<file path="src/rtl/signed_mult_seq_ctrl.sv">
// Sequential signed multiplier controller for the calculator multiply path.
// Operands are converted to magnitudes (invert plus carry-in), multiplied by
// WIDTH shift-add iterations, and the 2*WIDTH-bit result is negated when the
// operand signs differ. Latency from start acceptance to done is WIDTH+3 edges.
//
// Ports:
//   clk     - system clock, rising-edge active
//   rst     - asynchronous active-high reset
//   start   - operation request, sampled only in IDLE
//   a, b    - WIDTH-bit two's-complement multiplicand / multiplier
//   busy    - high from the cycle after acceptance through the DONE cycle
//   done    - single-cycle pulse, product valid
//   product - 2*WIDTH-bit signed result, held until the next FIX edge
module signed_mult_seq_ctrl #(
  parameter int unsigned WIDTH = 8
) (
  input  logic               clk,
  input  logic               rst,
  input  logic               start,
  input  logic [WIDTH-1:0]   a,
  input  logic [WIDTH-1:0]   b,
  output logic               busy,
  output logic               done,
  output logic [2*WIDTH-1:0] product
);

  localparam int unsigned CW = (WIDTH > 1) ? $clog2(WIDTH) : 1;
  localparam logic [2*WIDTH-1:0] PONE = (2*WIDTH)'(1);

  typedef enum logic [2:0] {IDLE, ABS, MULT, FIX, DONE} state_t;

  state_t             state, next_state;
  logic               sign;
  logic [WIDTH-1:0]   mag_a;
  logic [WIDTH-1:0]   acc_hi;
  // Holds the multiplier magnitude; low product bits shift in from the top.
  logic [WIDTH-1:0]   mult;
  logic [CW-1:0]      cnt;
  logic [WIDTH:0]     sum;
  logic [2*WIDTH-1:0] acc;
  logic               last_iter;

  always_comb begin
    sum       = {1'b0, acc_hi} + (mult[0] ? {1'b0, mag_a} : '0);
    acc       = {acc_hi, mult};
    last_iter = (cnt == CW'(WIDTH - 1));
  end

  always_comb begin
    next_state = state;
    case (state)
      IDLE:    if (start) next_state = ABS;
      ABS:     next_state = MULT;
      MULT:    if (last_iter) next_state = FIX;
      FIX:     next_state = DONE;
      DONE:    next_state = IDLE;
      default: next_state = IDLE;
    endcase
  end

  always_ff @(posedge clk or posedge rst) begin
    if (rst) begin
      state   <= IDLE;
      busy    <= 1'b0;
      done    <= 1'b0;
      product <= '0;
      sign    <= 1'b0;
      mag_a   <= '0;
      acc_hi  <= '0;
      mult    <= '0;
      cnt     <= '0;
    end else begin
      state <= next_state;
      busy  <= (next_state != IDLE);
      done  <= (next_state == DONE);
      case (state)
        IDLE: if (start) begin
          mag_a <= a;
          mult  <= b;
          sign  <= a[WIDTH-1] ^ b[WIDTH-1];
        end
        ABS: begin
          // XOR with all-ones plus carry-in of the sign bit; -2^(W-1) maps to
          // 2^(W-1), which still fits the unsigned magnitude register.
          mag_a  <= (mag_a ^ {WIDTH{mag_a[WIDTH-1]}}) + WIDTH'(mag_a[WIDTH-1]);
          mult   <= (mult ^ {WIDTH{mult[WIDTH-1]}}) + WIDTH'(mult[WIDTH-1]);
          acc_hi <= '0;
          cnt    <= '0;
        end
        MULT: begin
          // Shift {carry, acc_hi, mult} right by one after the conditional add.
          acc_hi <= sum[WIDTH:1];
          mult   <= {sum[0], mult[WIDTH-1:1]};
          cnt    <= cnt + CW'(1);
        end
        FIX: product <= sign ? (~acc + PONE) : acc;
        default: ;
      endcase
    end
  end

endmodule
</file>
<file path="config.mk">
export PLATFORM = sky130hd
export DESIGN_NAME = signed_mult_seq_ctrl
export DESIGN_NICKNAME = d
export VERILOG_FILES = /design/src/rtl/signed_mult_seq_ctrl.sv
export SDC_FILE = /design/constraint.sdc
export NUM_CORES = 1
export LEC_CHECK = 0
export CAP_MARGIN = 20
export CORE_AREA = 2 2 96 98
export DETAILED_ROUTE_END_ITERATION = 8
export DIE_AREA = 0 0 98 100
export GPL_ROUTABILITY_DRIVEN = 0
export PLACE_DENSITY = 0.58
export SYNTH_ARGS = -nofsm -noshare
export SYNTH_HDL_FRONTEND = slang
export SYNTH_SLANG_ARGS = --single-unit
export TNS_END_PERCENT = 20
</file>
<file path="constraint.sdc">
create_clock -name clk -period 3.52 [get_ports clk]
set_input_delay 0.88 -clock clk [delete_from_list [all_inputs] [get_ports clk]]
set_output_delay 0.88 -clock clk [all_outputs]
set_load 0.01 [all_outputs]
</file>
Word level (Yosys, flattened, before mapping)
Index checks and enable logic that the tools add are counted.
{"block": "word_totals", "output_inout_bits": 18, "ff_bits": 49, "in_bits": 19, "wordCells": 43}
{"block": "classes", "n_mux": 11, "bitwise_logic": 4, "n_reduce_logical": 8, "addsub": 5, "n_eq_ne": 6}
{"operator": "$pmux W8 S2", "count": 2}
{"operator": "$mux W8", "count": 3}
{"operator": "$pmux W8 S3", "count": 1}
{"operator": "$add A16 B1 Y16 const B", "count": 1}
{"operator": "$add A8 B1 Y8", "count": 2}
{"operator": "$mux W16", "count": 1}
{"operator": "$not A16 Y16", "count": 1}
{"operator": "$xor A8 B8 Y8", "count": 2}
{"operator": "$pmux W3 S4", "count": 1}
{"operator": "$add A8 B8 Y9", "count": 1}
{"operator": "$eq A3 B2 Y1 const B", "count": 2}
{"operator": "$eq A3 B3 Y1 const B", "count": 2}
{"operator": "$mux W3", "count": 2}
{"operator": "$pmux W3 S2", "count": 1}
{"operator": "$reduce_and A2 Y1", "count": 3}
{"operator": "$reduce_bool A3 Y1", "count": 2}
{"operator": "$reduce_bool A2 Y1", "count": 2}
{"operator": "$add A3 B1 Y3 const B", "count": 1}
{"operator": "$eq A3 B1 Y1 const B", "count": 1}
{"operator": "$logic_not A3 Y1", "count": 1}
{"operator": "$ne A2 B2 Y1 const B", "count": 1}
{"operator": "$xor A1 B1 Y1", "count": 1}

Logic depth before layout (Yosys ltp)
{"block": "logic_depth", "ltp_word": 4, "depth_mapped": 9, "ltp_nobuf": 9}

Worst setup path after synthesis
No wires, ideal clock.
{"block": "synth_timing", "kind": "flip-flop to flip-flop", "start": "register mult[0]", "end": "register acc_hi[5]", "required_time_ps": 3385, "path_buffers": 0, "path_stages_with_launch": 10, "setup_ps": 135, "arrival_time_ps": 2029, "path_slack_ps": 1356, "synth_period_minus_slack_ps": 2164, "path_cell_list": "dfrtp_1 -> inv_1 -> nor2_1 -> ha_1 -> fa_1 -> a21oi_1 -> o21ai_0 -> mux2i_1 -> a2111oi_0 -> o21ai_0"}
{"block": "synth_between", "elab_chain_len": 3}
{"item": "start, declared", "line": "37", "rtl": "logic [WIDTH-1:0] mult;"}
{"item": "start signal, assigned", "line": "86", "rtl": "mult <= (mult ^ {WIDTH{mult[WIDTH-1]}}) + WIDTH'(mult[WIDTH-1]);"}
{"item": "start signal, assigned", "line": "93", "rtl": "mult <= {sum[0], mult[WIDTH-1:1]};"}
{"item": "$mux W8", "line": "44", "rtl": "sum = {1'b0, acc_hi} + (mult[0] ? {1'b0, mag_a} : '0);"}
{"item": "$add A8 B8 Y9", "line": "44"}
{"item": "$pmux W8 S2", "line": "76", "rtl": "case (state)"}
{"item": "end signal, assigned", "line": "92", "rtl": "acc_hi <= sum[WIDTH:1];"}
{"item": "end, declared", "line": "35", "rtl": "logic [WIDTH-1:0] acc_hi;"}
Every way passes these cells.
A chain may end at the register's enable or synchronous reset.

Worst setup path after layout
{"block": "layout_timing", "start": "input start", "end": "register mult[4]"}
{"block": "layout_between", "elab_chain_len": 2}
{"item": "start, declared", "line": "19", "rtl": "input logic start,"}
{"item": "$ne A2 B2 Y1 (no line)"}
{"item": "$reduce_and A2 Y1 (no line)"}
Every way passes these cells.

==> results.json <==
{
  "synth_cell_types": 59,
  "cp.arrival_ps": 2780,
  "pwr-share-comb_pct": 55.8,
  "crit_chain": "clkdlybuf4s50_1 > or4b_1 > o221ai_1 > a21oi_1 > o2bb2a_1",
  "cpPeakStageDelay_ps": 720,
  "hpwl_um": 5603,
  "die_area_um2": 9800,
  "port_buffers": 36,
  "worst_slew_pin_slew_ps": 727.5,
  "worstHoldPathType": "reg -> reg",
  "synth.avg_cell_area_um2": 8.428,
  "timing.final.crit_period_ps": 2586,
  "cts.sink_count": 49,
  "startpoint_type": "input pin",
  "grt-ovfl-total": 0,
  "clk_latency_ps": 310,
  "cts_max_level": 2,
  "grt_pass1_wl_um": 13150,
  "swShare_pct": 46.13,
  "dpl_cell_area_um2": 3685,
  "cts_hold_buf": 0,
  "rsz0062_at_grt": "false",
  "core.rowCount": 35,
  "fmax_ghz": 0.3868,
  "diodes": 0,
  "path_clk_slew_ps": 90,
  "r2r_start": "mult[0]",
  "status": "finished, final reports clean",
  "die_y_um": 100,
  "setup_tns_ps": 0,
  "cts_buffers": 5,
  "grt_pass1_vias": 2705,
  "setup_viol": 0,
  "reg2reg_setup_slack_ps": 1020,
  "ctsResizeCount": 0,
  "synth_edf_count": 0,
  "die_w_um": 98,
  "syn_area_um2": 3228,
  "initial_core_util_pct": 36.31,
  "synthArstFlopShare_pct": 100.0,
  "maxCapViolCount": 0,
  "p_sw_mw": 1.663,
  "antenna_found_initial": 0,
  "drtIter0Drc": 98,
  "drc": 0,
  "maxSlewViolCount": 0,
  "cts_tree": "done",
  "drt-total-wl_um": 7723,
  "final_nets": 444,
  "grt_max_degree": 50,
  "hold_start": "product[0]",
  "ys.flop_type": "dfrtp_1",
  "finalCritPeriodShare_pct": 73.45,
  "skew_ps": 10.92,
  "crit_type": "in -> reg",
  "vias_per_cell": 5.381,
  "relSlewSlack_pct": 51.05,
  "cp.required_ps": 3710,
  "fillers": 901,
  "ys.warnings.count": 0,
  "cts-root-buf": "clkbuf_8",
  "grt_use_total_pct": 16.26,
  "ant_nets": 0,
  "synth_top_cell_by_area": "dfrtp_1",
  "cpMaxStageDelayCell": "or4b_1",
  "cts_setup_buffers": 0,
  "synth_top_area_share_pct": 37.98,
  "coreArea_um2": 8890,
  "dp.cells": 512,
  "vias": 2798,
  "wire_per_inst_um": 14.85,
  "area_delta_synth_final_pct": 17.13,
  "leakagePower_nw": 1.652,
  "drive_gt1_share_pct": 5.623,
  "cp_max_fo": 13,
  "stdcell_area_um2": 3781,
  "power_density_nw_per_um2": 953.7,
  "power_frac_seq_pct": 34.0,
  "synthCells": 383,
  "pwr-share-clk_pct": 10.2,
  "ir_drop_uv": 299.4,
  "dr.pass1.iters": 4,
  "p_int_mw": 1.943,
  "boundaryPins": 37,
  "cp-end-kind": "flip-flop",
  "syn_nets": 419,
  "yosys_register_bits": 49,
  "clk_path_buf_depth": 2,
  "crit_start": "start",
  "yosys-top-cells-area": "dfrtp_1, nand2_1, ha_1",
  "final_hold_viol_count": 0,
  "synth_seq_area_share_pct": 37.98,
  "stdcell_count": 520
}
[cell type report]
class | instances | area [um^2] | share of cell area (%)
multi-input cells | 294 | 1851 | 48.94
flip-flops and latches | 49 | 1226 | 32.43
repair buffers | 43 | 412.9 | 10.92
well taps | 111 | 138.9 | 3.673
clock buffers | 6 | 82.58 | 2.184
inverters | 15 | 56.30 | 1.489
clock inverters | 2 | 13.76 | 0.3640
[sequential cells by signal (all words and copies together) (netlist names)]
signal and cells:
cnt 3, sign 1, state 3, done 1, acc_hi 8, mag_a 8
product 16, busy 1, mult 8
[worst paths after layout]
check / end / cells past startpoint
max: mult[4] / 5
min: product[0] / 2
max reg2reg: acc_hi[5] / 9
min reg2reg: product[0] / 2
max in group asynchronous: mag_a[5] / 3
min in group asynchronous: product[10] / 3
[worst max-delay path: cells and delay by family]
kind,cells,cell delay (ps)
AND/OR/NAND/NOR,1,720
AO/OA/AOI/OAI,3,680
buffers and inverters,1,490
[logic make-up (layout without fill, tap and decap cells)]
group,Yosys count,count (layout),synth area share (%)
flops,49,49,37.98
buf+inv,40,66,4.690
compound gates,118,118,23.26
mux,4,4,1.240
simple gates,129,129,18.95
fa+ha+maj,17,17,6.822
xor+xnor,26,26,7.054
[synth_stat cells (5+ instances only)]
library cell  count
dfrtp_1          49
o21ai_0          37
xor2_1           15
a21oi_1          25
clkbuf_1         22
nor3_1            5
a31oi_1           6
ha_1             16
nand2_1          61
o21ai_1           7
inv_1            15
xnor2_1          11
nor2_1           26
and2_1            7
nand2b_1          5
[per-stage QoR]
step                hold slack (ps)  total power, mW  setup WS (ps)  util (%)
finish                        481.2            3.606          934.5     42.53
CTS                           490.9            3.627          949.8     42.53
detailed placement            469.5            3.257          635.6     41.45
global route                  529.4            3.973          732.3     42.53
global placement              461.0            3.212          663.1     41.45
floorplan                     467.7            2.629           1356         -
[metal layers]
layer	vias up	track usage [%]	wire length, um
met1	1315	22.06	3670
met2	67	27.98	3653
li1	1411	-	-
met5	-	0	0
met3	5	2.507	343
met4	0	2.885	55
[cells in the final DEF (no fill, tap or decap), types with 4 or more instances in the layout]
| master | n |
|---|---|
| o31ai_1 | 4 |
| o21ai_0 | 37 |
| a211oi_1 | 4 |
| a31oi_1 | 6 |
| nand3_1 | 4 |
| xor2_1 | 15 |
| nor2_1 | 26 |
| a21oi_1 | 25 |
| a22oi_1 | 4 |
| ha_1 | 16 |
| clkdlybuf4s50_1 | 36 |
| mux2i_1 | 4 |
| dfrtp_1 | 49 |
| nor3_1 | 5 |
| buf_4 | 7 |
| inv_1 | 14 |
| xnor2_1 | 11 |
| nand2b_1 | 5 |
| clkbuf_8 | 6 |
| nand2_1 | 61 |
| o21ai_1 | 7 |
| and2_1 | 7 |
[power by group through the flow]
stage | clock, mW | sequential, mW | combinational, mW
after floorplan | 0 | 1.06 | 1.57
after global placement | 0 | 1.23 | 1.98
after detailed placement | 0 | 1.24 | 2.01
after global routing | 0.396 | 1.29 | 2.29
final | 0.368 | 1.23 | 2.01
after CTS | 0.373 | 1.23 | 2.02
Power figures use the tool's default switching activity.
